$ cat src/rtl/spi_sub.sv
// SPI subordinate for the AES block link: oversampled full-duplex FRAME_BITS-bit transfer.
// Received frames are presented on rx with a one-cycle rx_valid pulse.
module spi_sub #(
  parameter int unsigned FRAME_BITS = 128
) (
  input  logic                  clk,
  input  logic                  rst,
  input  logic                  sclk,
  input  logic                  cs_n,
  input  logic                  mosi,
  input  logic [0:FRAME_BITS-1] tx,
  output logic                  miso,
  output logic [0:FRAME_BITS-1] rx,
  output logic                  rx_valid,
  output logic                  frame_err,
  output logic                  busy
);

  localparam int unsigned CntW = $clog2(FRAME_BITS + 1);
  localparam int unsigned IdxW = $clog2(FRAME_BITS);
  localparam logic [CntW-1:0] Full = CntW'(FRAME_BITS);
  localparam logic [CntW-1:0] Last = CntW'(FRAME_BITS - 1);

  typedef enum logic [1:0] {StIdle, StShift, StHold} state_e;

  // [0],[1] synchronize; [2] is the edge-detect register
  logic [2:0] sclk_sync;
  logic [2:0] cs_sync;
  logic [1:0] mosi_sync;

  state_e                state_q, state_d;
  logic [0:FRAME_BITS-1] tx_q, tx_d;
  logic [0:FRAME_BITS-1] sh_q, sh_d;
  logic [0:FRAME_BITS-1] rx_q, rx_d;
  logic [CntW-1:0]       tcnt_q, tcnt_d;
  logic [CntW-1:0]       rcnt_q, rcnt_d;
  logic                  miso_q, miso_d;
  logic                  rx_valid_q, rx_valid_d;
  logic                  frame_err_q, frame_err_d;
  logic                  busy_q, busy_d;

  logic sclk_rise, sclk_fall, cs_fall, cs_rise, mosi_s;

  assign sclk_rise = sclk_sync[1] & ~sclk_sync[2];
  assign sclk_fall = ~sclk_sync[1] & sclk_sync[2];
  assign cs_fall   = ~cs_sync[1] & cs_sync[2];
  assign cs_rise   = cs_sync[1] & ~cs_sync[2];
  assign mosi_s    = mosi_sync[1];

  always_ff @(posedge clk or posedge rst) begin
    if (rst) begin
      sclk_sync   <= 3'b000;
      cs_sync     <= 3'b111;
      mosi_sync   <= 2'b00;
      state_q     <= StIdle;
      tx_q        <= '0;
      sh_q        <= '0;
      rx_q        <= '0;
      tcnt_q      <= '0;
      rcnt_q      <= '0;
      miso_q      <= 1'b0;
      rx_valid_q  <= 1'b0;
      frame_err_q <= 1'b0;
      busy_q      <= 1'b0;
    end else begin
      sclk_sync   <= {sclk_sync[1:0], sclk};
      cs_sync     <= {cs_sync[1:0], cs_n};
      mosi_sync   <= {mosi_sync[0], mosi};
      state_q     <= state_d;
      tx_q        <= tx_d;
      sh_q        <= sh_d;
      rx_q        <= rx_d;
      tcnt_q      <= tcnt_d;
      rcnt_q      <= rcnt_d;
      miso_q      <= miso_d;
      rx_valid_q  <= rx_valid_d;
      frame_err_q <= frame_err_d;
      busy_q      <= busy_d;
    end
  end

  always_comb begin
    state_d     = state_q;
    tx_d        = tx_q;
    sh_d        = sh_q;
    rx_d        = rx_q;
    tcnt_d      = tcnt_q;
    rcnt_d      = rcnt_q;
    miso_d      = miso_q;
    rx_valid_d  = 1'b0;
    frame_err_d = 1'b0;
    busy_d      = busy_q;
    unique case (state_q)
      StIdle: begin
        miso_d = 1'b0;
        busy_d = 1'b0;
        if (cs_fall) begin
          tx_d    = tx;
          tcnt_d  = '0;
          rcnt_d  = '0;
          miso_d  = tx[0];
          busy_d  = 1'b1;
          state_d = StShift;
        end
      end
      StShift: begin
        if (rcnt_q == Full) begin
          rx_d       = sh_q;
          rx_valid_d = 1'b1;
          // cs_n may already be high if it rose together with the final sclk fall
          if (cs_sync[1]) begin
            busy_d  = 1'b0;
            miso_d  = 1'b0;
            state_d = StIdle;
          end else begin
            state_d = StHold;
          end
        end else begin
          if (sclk_fall) begin
            sh_d   = {sh_q[1:FRAME_BITS-1], mosi_s};
            rcnt_d = rcnt_q + CntW'(1);
          end else if (sclk_rise && tcnt_q < Full) begin
            miso_d = tx_q[tcnt_q[IdxW-1:0]];
            tcnt_d = tcnt_q + CntW'(1);
          end
          // A cs_n rise coinciding with the final bit lets the frame complete
          if (cs_rise && !(sclk_fall && rcnt_q == Last)) begin
            frame_err_d = 1'b1;
            busy_d      = 1'b0;
            miso_d      = 1'b0;
            state_d     = StIdle;
          end
        end
      end
      StHold: begin
        if (cs_sync[1]) begin
          busy_d  = 1'b0;
          miso_d  = 1'b0;
          state_d = StIdle;
        end
      end
      default: state_d = StIdle;
    endcase
  end

  assign miso      = miso_q;
  assign rx        = rx_q;
  assign rx_valid  = rx_valid_q;
  assign frame_err = frame_err_q;
  assign busy      = busy_q;

endmodule

$ cat config.mk
export PLATFORM = sky130hd
export DESIGN_NAME = spi_sub
export DESIGN_NICKNAME = d
export VERILOG_FILES = /design/src/rtl/spi_sub.sv
export SDC_FILE = /design/constraint.sdc
export NUM_CORES = 1
export LEC_CHECK = 0
export ABC_AREA = 1
export CAP_MARGIN = 15
export CORE_MARGIN = 5
export CORE_UTILIZATION = 68
export DETAILED_ROUTE_END_ITERATION = 8
export DONT_BUFFER_PORTS = 1
export HOLD_SLACK_MARGIN = 0.15
export PLACE_DENSITY = 0.88
export SLEW_MARGIN = 20
export SYNTH_ARGS = -nofsm -noshare
export SYNTH_HDL_FRONTEND = slang
export SYNTH_SLANG_ARGS = --single-unit
$ cat constraint.sdc
create_clock -name clk -period 32.7 [get_ports clk]
set_input_delay 9.81 -clock clk [delete_from_list [all_inputs] [get_ports clk]]
set_output_delay 9.81 -clock clk [all_outputs]
set_load 0.02 [all_outputs]
# Word level (Yosys, flattened, before mapping)
# Index checks and enable logic that the tools add are counted.
totals:
  output_inout_bits: 132
  elab_cells: 89
  input_bits: 133
  reg_bits: 414
classes:
  reduce_logical: 15
  bitwise: 10
  n_mux: 34
  order_cmp: 2
  add_sub_neg: 2
  n_eq_ne: 13
ops:
  columns: ["op", "count"]
  rows:
  - ["$mux W8", 6]
  - ["$pmux W8 S2", 2]
  - ["$mux W1", 17]
  - ["$add A8 B1 Y8 const B", 2]
  - ["$ne A2 B2 Y1 const B", 6]
  - ["$mux W2", 5]
  - ["$reduce_and A3 Y1", 3]
  - ["$eq A8 B7 Y1 const B", 1]
  - ["$eq A8 B8 Y1 const B", 1]
  - ["$ge A8 B8 Y1 const B", 1]
  - ["$lt A8 B8 Y1 const B", 1]
  - ["$ne A4 B4 Y1 const B", 2]
  - ["$not A7 Y8", 1]
  - ["$bmux W1 S7", 1]
  - ["$pmux W1 S3", 2]
  - ["$pmux W2 S3", 1]
  - ["$reduce_and A2 Y1", 3]
  - ["$not A1 Y1", 5]
  - ["$reduce_and A5 Y1", 1]
  - ["$and A1 B1 Y1", 4]
  - ["$reduce_and A4 Y1", 1]
  - ["$logic_and A1 B1 Y1", 3]
  - ["$ne A3 B3 Y1 const B", 1]
  - ["$reduce_bool A3 Y1", 1]
  - ["5 further kinds", 5]

# Depth between registers and ports, before layout
depth:
  ltp_word: 9
  ltp_mapped: 16
  mapped_depth_nobuf: 14

# Worst setup path before layout
# Ideal clock, no wire load.
synth_path:
  path_kind: "flip-flop to output port"
  startpoint: "reg rx_q, in the netlist rx[0]"
  endpoint: "out rx[0] (netlist name)"
  slack_ns: 22.465
  path_buffers: 0
  path_stages_with_launch: 1
  arrival_ns: 0.425
  required_ns: 22.890
  cell_sequence: "dfrtp_1"
synth_rtl:
  columns: ["item", "line", "source"]
  rows:
  - ["from (decl)", "34", "logic [0:FRAME_BITS-1] rx_q, rx_d;"]
  - ["from (signal assigned)", "72", "rx_q <= rx_d;"]
  - ["to (decl)", "13", "output logic [0:FRAME_BITS-1] rx,"]
# No word-level cell between the ends.

==> results.sh <==
export IMPL_crit_type="in2async"
export IMPL_power_static_leakage_uw=0.00866
export IMPL_cts_hold_buf=0
export IMPL_synthToLayoutAreaGrowth_pct=7.56
export IMPL_cp_required_ns=33.22
export IMPL_synth_xor_area_share_pct=0.103
export IMPL_drv_slew=0
export IMPL_cts_sinks=414
export IMPL_grt_overflow=0
export IMPL_layout_min_cycle_time_ns=11.36
export IMPL_grtUsageMet3_pct=7.85
export IMPL_grt_total_usage_pct=27.6
export IMPL_setup_viol=0
export IMPL_cts_tree="yes"
export IMPL_power_density_mw_per_mm2=75.8
export IMPL_synth_top_cell_area_share_pct=60.5
export IMPL_synth_top_family_by_area="simple AND/OR/NAND/NOR gates"
export IMPL_avgSynthCellArea_um2=8.74
export IMPL_initial_core_util_pct=69.4
export IMPL_muxShareOfSynthArea_pct=0
export IMPL_yosysTopAreaCell="dfrtp_1"
export IMPL_rsz0062_at_grt="no"
export IMPL_netlist_area_mm2=0.0170
export IMPL_ys_warn_count=0
export IMPL_hold_path_startpoint="mosi_sync[0]"
export IMPL_rr_endpoint="tcnt_q[5]"
export IMPL_hold_path_class="reg2reg"
export IMPL_irDropWorstVdd_uv=53.9
export IMPL_r2r_start="state_q[0]"
export IMPL_drt_pass1_iter_count=6
export IMPL_grt_busiest_layer="met2"
export IMPL_cap_viol_max_count=0
export IMPL_globalplace_congestion=0.848
export IMPL_post_cts_buffers=0
export IMPL_async_reset_ff_share_pct=100
export IMPL_synth_compound_area_share_pct=11.6
export IMPL_arrival_ns=11.88
export IMPL_grt_max_degree=146
export IMPL_rrSetupSlack_ns=29.33
export IMPL_cts_made_buffers=40
export IMPL_synthMostInstantiatedCell="nand2_1"
export IMPL_wire_per_inst_um=17.2
export IMPL_dp_hpwl_um=24300
export IMPL_synth_edff_count=0
export IMPL_power_uw=1390
export IMPL_dieArea_mm2=0.0282
export IMPL_tightestPinTransition_ns=1.05
export IMPL_hold_end="mosi_sync[1]"
export IMPL_first_iter_violations=1362
export IMPL_use_met1_pct=35.8
export IMPL_drc=0
export IMPL_hold_depth=0
export IMPL_cts_root_buffer="clkbuf_16"
export IMPL_antenna_found_initial=2
export IMPL_io_buffer_count=0
export IMPL_crit_path_end_kind="asynchronous set/reset pin"
export IMPL_wl_um=38500
export IMPL_rows=57
export IMPL_viasPerCell=5.65
export IMPL_drive_above_1_share_pct=4.95
export IMPL_worstRegToRegCells=12
export IMPL_die_w_um=168
export IMPL_syn_num_nets=2083
export IMPL_startpoint_type="input port"
export IMPL_seq_area_frac_synth_pct=61.0
export IMPL_ant_nets=0
export IMPL_num_io_pins=265
export IMPL_grt_pass1_vias=12800
export IMPL_ys_flop_type="dfrtp_1"
export IMPL_status="complete, no violations"
export IMPL_ctsResizeCount=0
export IMPL_diodes=0
export IMPL_syn_inst=1943
export IMPL_clock_latency_ns=0.52
export IMPL_clk_pin_slew_ns=0.06
export IMPL_maxSlewHeadroom_pct=30.2
export IMPL_max_clock_freq_mhz=88.0
export IMPL_fin_setup_tns_ns=0
export IMPL_num_vias=12700
export IMPL_finClkSkew_ns=0.0174
export IMPL_path_max_fanout=145
export IMPL_synthTopCellsByArea="dfrtp_1 61%, nand2_1 14%, o21ai_0 10%"
export IMPL_crit_start="rst"
export IMPL_synth_seq_cells=414
export IMPL_cts_buffer_depth=3
export IMPL_finalCritPeriodShare_pct=34.7
export IMPL_h_tree_depth=2
export IMPL_synth_cell_type_count=31
export IMPL_grt_pass1_wl_um=64100
export IMPL_grt_met2_usage_pct=44.5
export IMPL_die_h_um=168
export IMPL_layout_nets=2031
export IMPL_synthSimpleGateAreaFrac_pct=18.6
export IMPL_core_mm2=0.0245
export IMPL_finalHoldViolCount=0
export IMPL_synth_commonest_cells="642 x nand2_1, 411 x dfrtp_1, 353 x o21ai_0"
export IMPL_synth_fa_ha_area_share_pct=0.516
-- logic make-up after synthesis --
| group | count (synthesis) |
|---|---|
| simple gates | 795 |
| fa+ha+maj | 7 |
| xor+xnor | 2 |
| compound gates | 388 |
| flops | 414 |
| buf+inv | 337 |
-- layout make-up --
cell class                 count  area (µm²)
clock buffer                  61        1180
clock inverter                 9        97.6
fill                        1651        6190
inverter                     233         885
multi-input combinational   1192        5250
sequential                   414       10400
tap                          324         405
timing repair buffer          10        90.1
-- worst max-delay path: stages --
cell   delay, ns
inv_8       0.63
buf_4       0.73
buf_6       0.62
-- report_power, final --
part / internal (µW) / leakage [µW] / total, µW / switching [µW]
combinational: 87.3 / 0.00248 / 291 / 204
clock: 264 / 0.000629 / 450 / 186
sequential: 602 / 0.00555 / 644 / 42.4
-- sequential cells by signal, summed over array words and instances, names as in the netlist --
name       count
rx           128
cs_sync        3
busy           1
tcnt_q         8
sh_q         128
frame_err      1
sclk_sync      3
rx_valid       1
rcnt_q         8
state_q        2
mosi_sync      2
tx_q         128
miso           1
-- worst max path at each step --
| stage | slack [ns] | to | cells after the start |
|---|---|---|---|
| 2_1_floorplan | 11.37 | busy | 1 |
| 3_3_place_gp | 20.33 | tcnt_q[0] | 3 |
| 3_5_place_dp | 20.27 | tcnt_q[0] | 3 |
| 4_1_cts | 20.84 | tcnt_q[0] | 3 |
| 5_1_grt | 20.85 | tcnt_q[0] | 3 |
| 6_report | 21.34 | tcnt_q[0] | 3 |
-- metal layers --
| layer | part of all wire (%) | wire, µm | vias up |
|---|---|---|---|
| met5 | 0.055 | 21 | - |
| met4 | 4.2 | 1640 | 4 |
| met3 | 9.4 | 3600 | 135 |
| met2 | 47 | 18300 | 540 |
| met1 | 39 | 15000 | 6025 |
| li1 | - | - | 5958 |
-- metrics by stage --
stage / utilization (%) / worst slack [ns] / instances / area [µm²] / hold slack [ns]
after global routing: 74.7 / 20.85 / 2243 / 18300 / 0.369
final: 74.7 / 21.34 / 2243 / 18300 / 0.348
after CTS: 74.6 / 20.84 / 2243 / 18300 / 0.350
after detailed placement: 69.4 / 20.27 / 2173 / 17000 / 0.335
after floorplan: - / 11.37 / 1943 / 17000 / 0.331
after global placement: 69.4 / 20.33 / 2173 / 17000 / 0.332
-- cell usage in the layout (no fill, tap or decap), types with 3 or more instances in the layout --
cell | Yosys | final
nand4_1 | 3 | 3
o21ai_1 | 4 | 4
nor3_1 | 5 | 5
clkbuf_1 | 49 | 12
o21ai_0 | 353 | 353
dfrtp_1 | 411 | 410
buf_4 | 13 | 6
a21oi_1 | 20 | 20
dfstp_2 | 3 | 3
nand2_4 | 2 | 3
inv_1 | 223 | 222
o211ai_1 | 8 | 8
clkbuf_16 | 0 | 41
nand3_1 | 74 | 74
inv_2 | 7 | 7
nand2_2 | 3 | 3
nor2_1 | 58 | 58
buf_6 | 4 | 4
ha_1 | 7 | 7
nand2_1 | 642 | 641
clkbuf_8 | 0 | 8
clkinv_2 | 0 | 6
(Power assumes the default switching activity.)
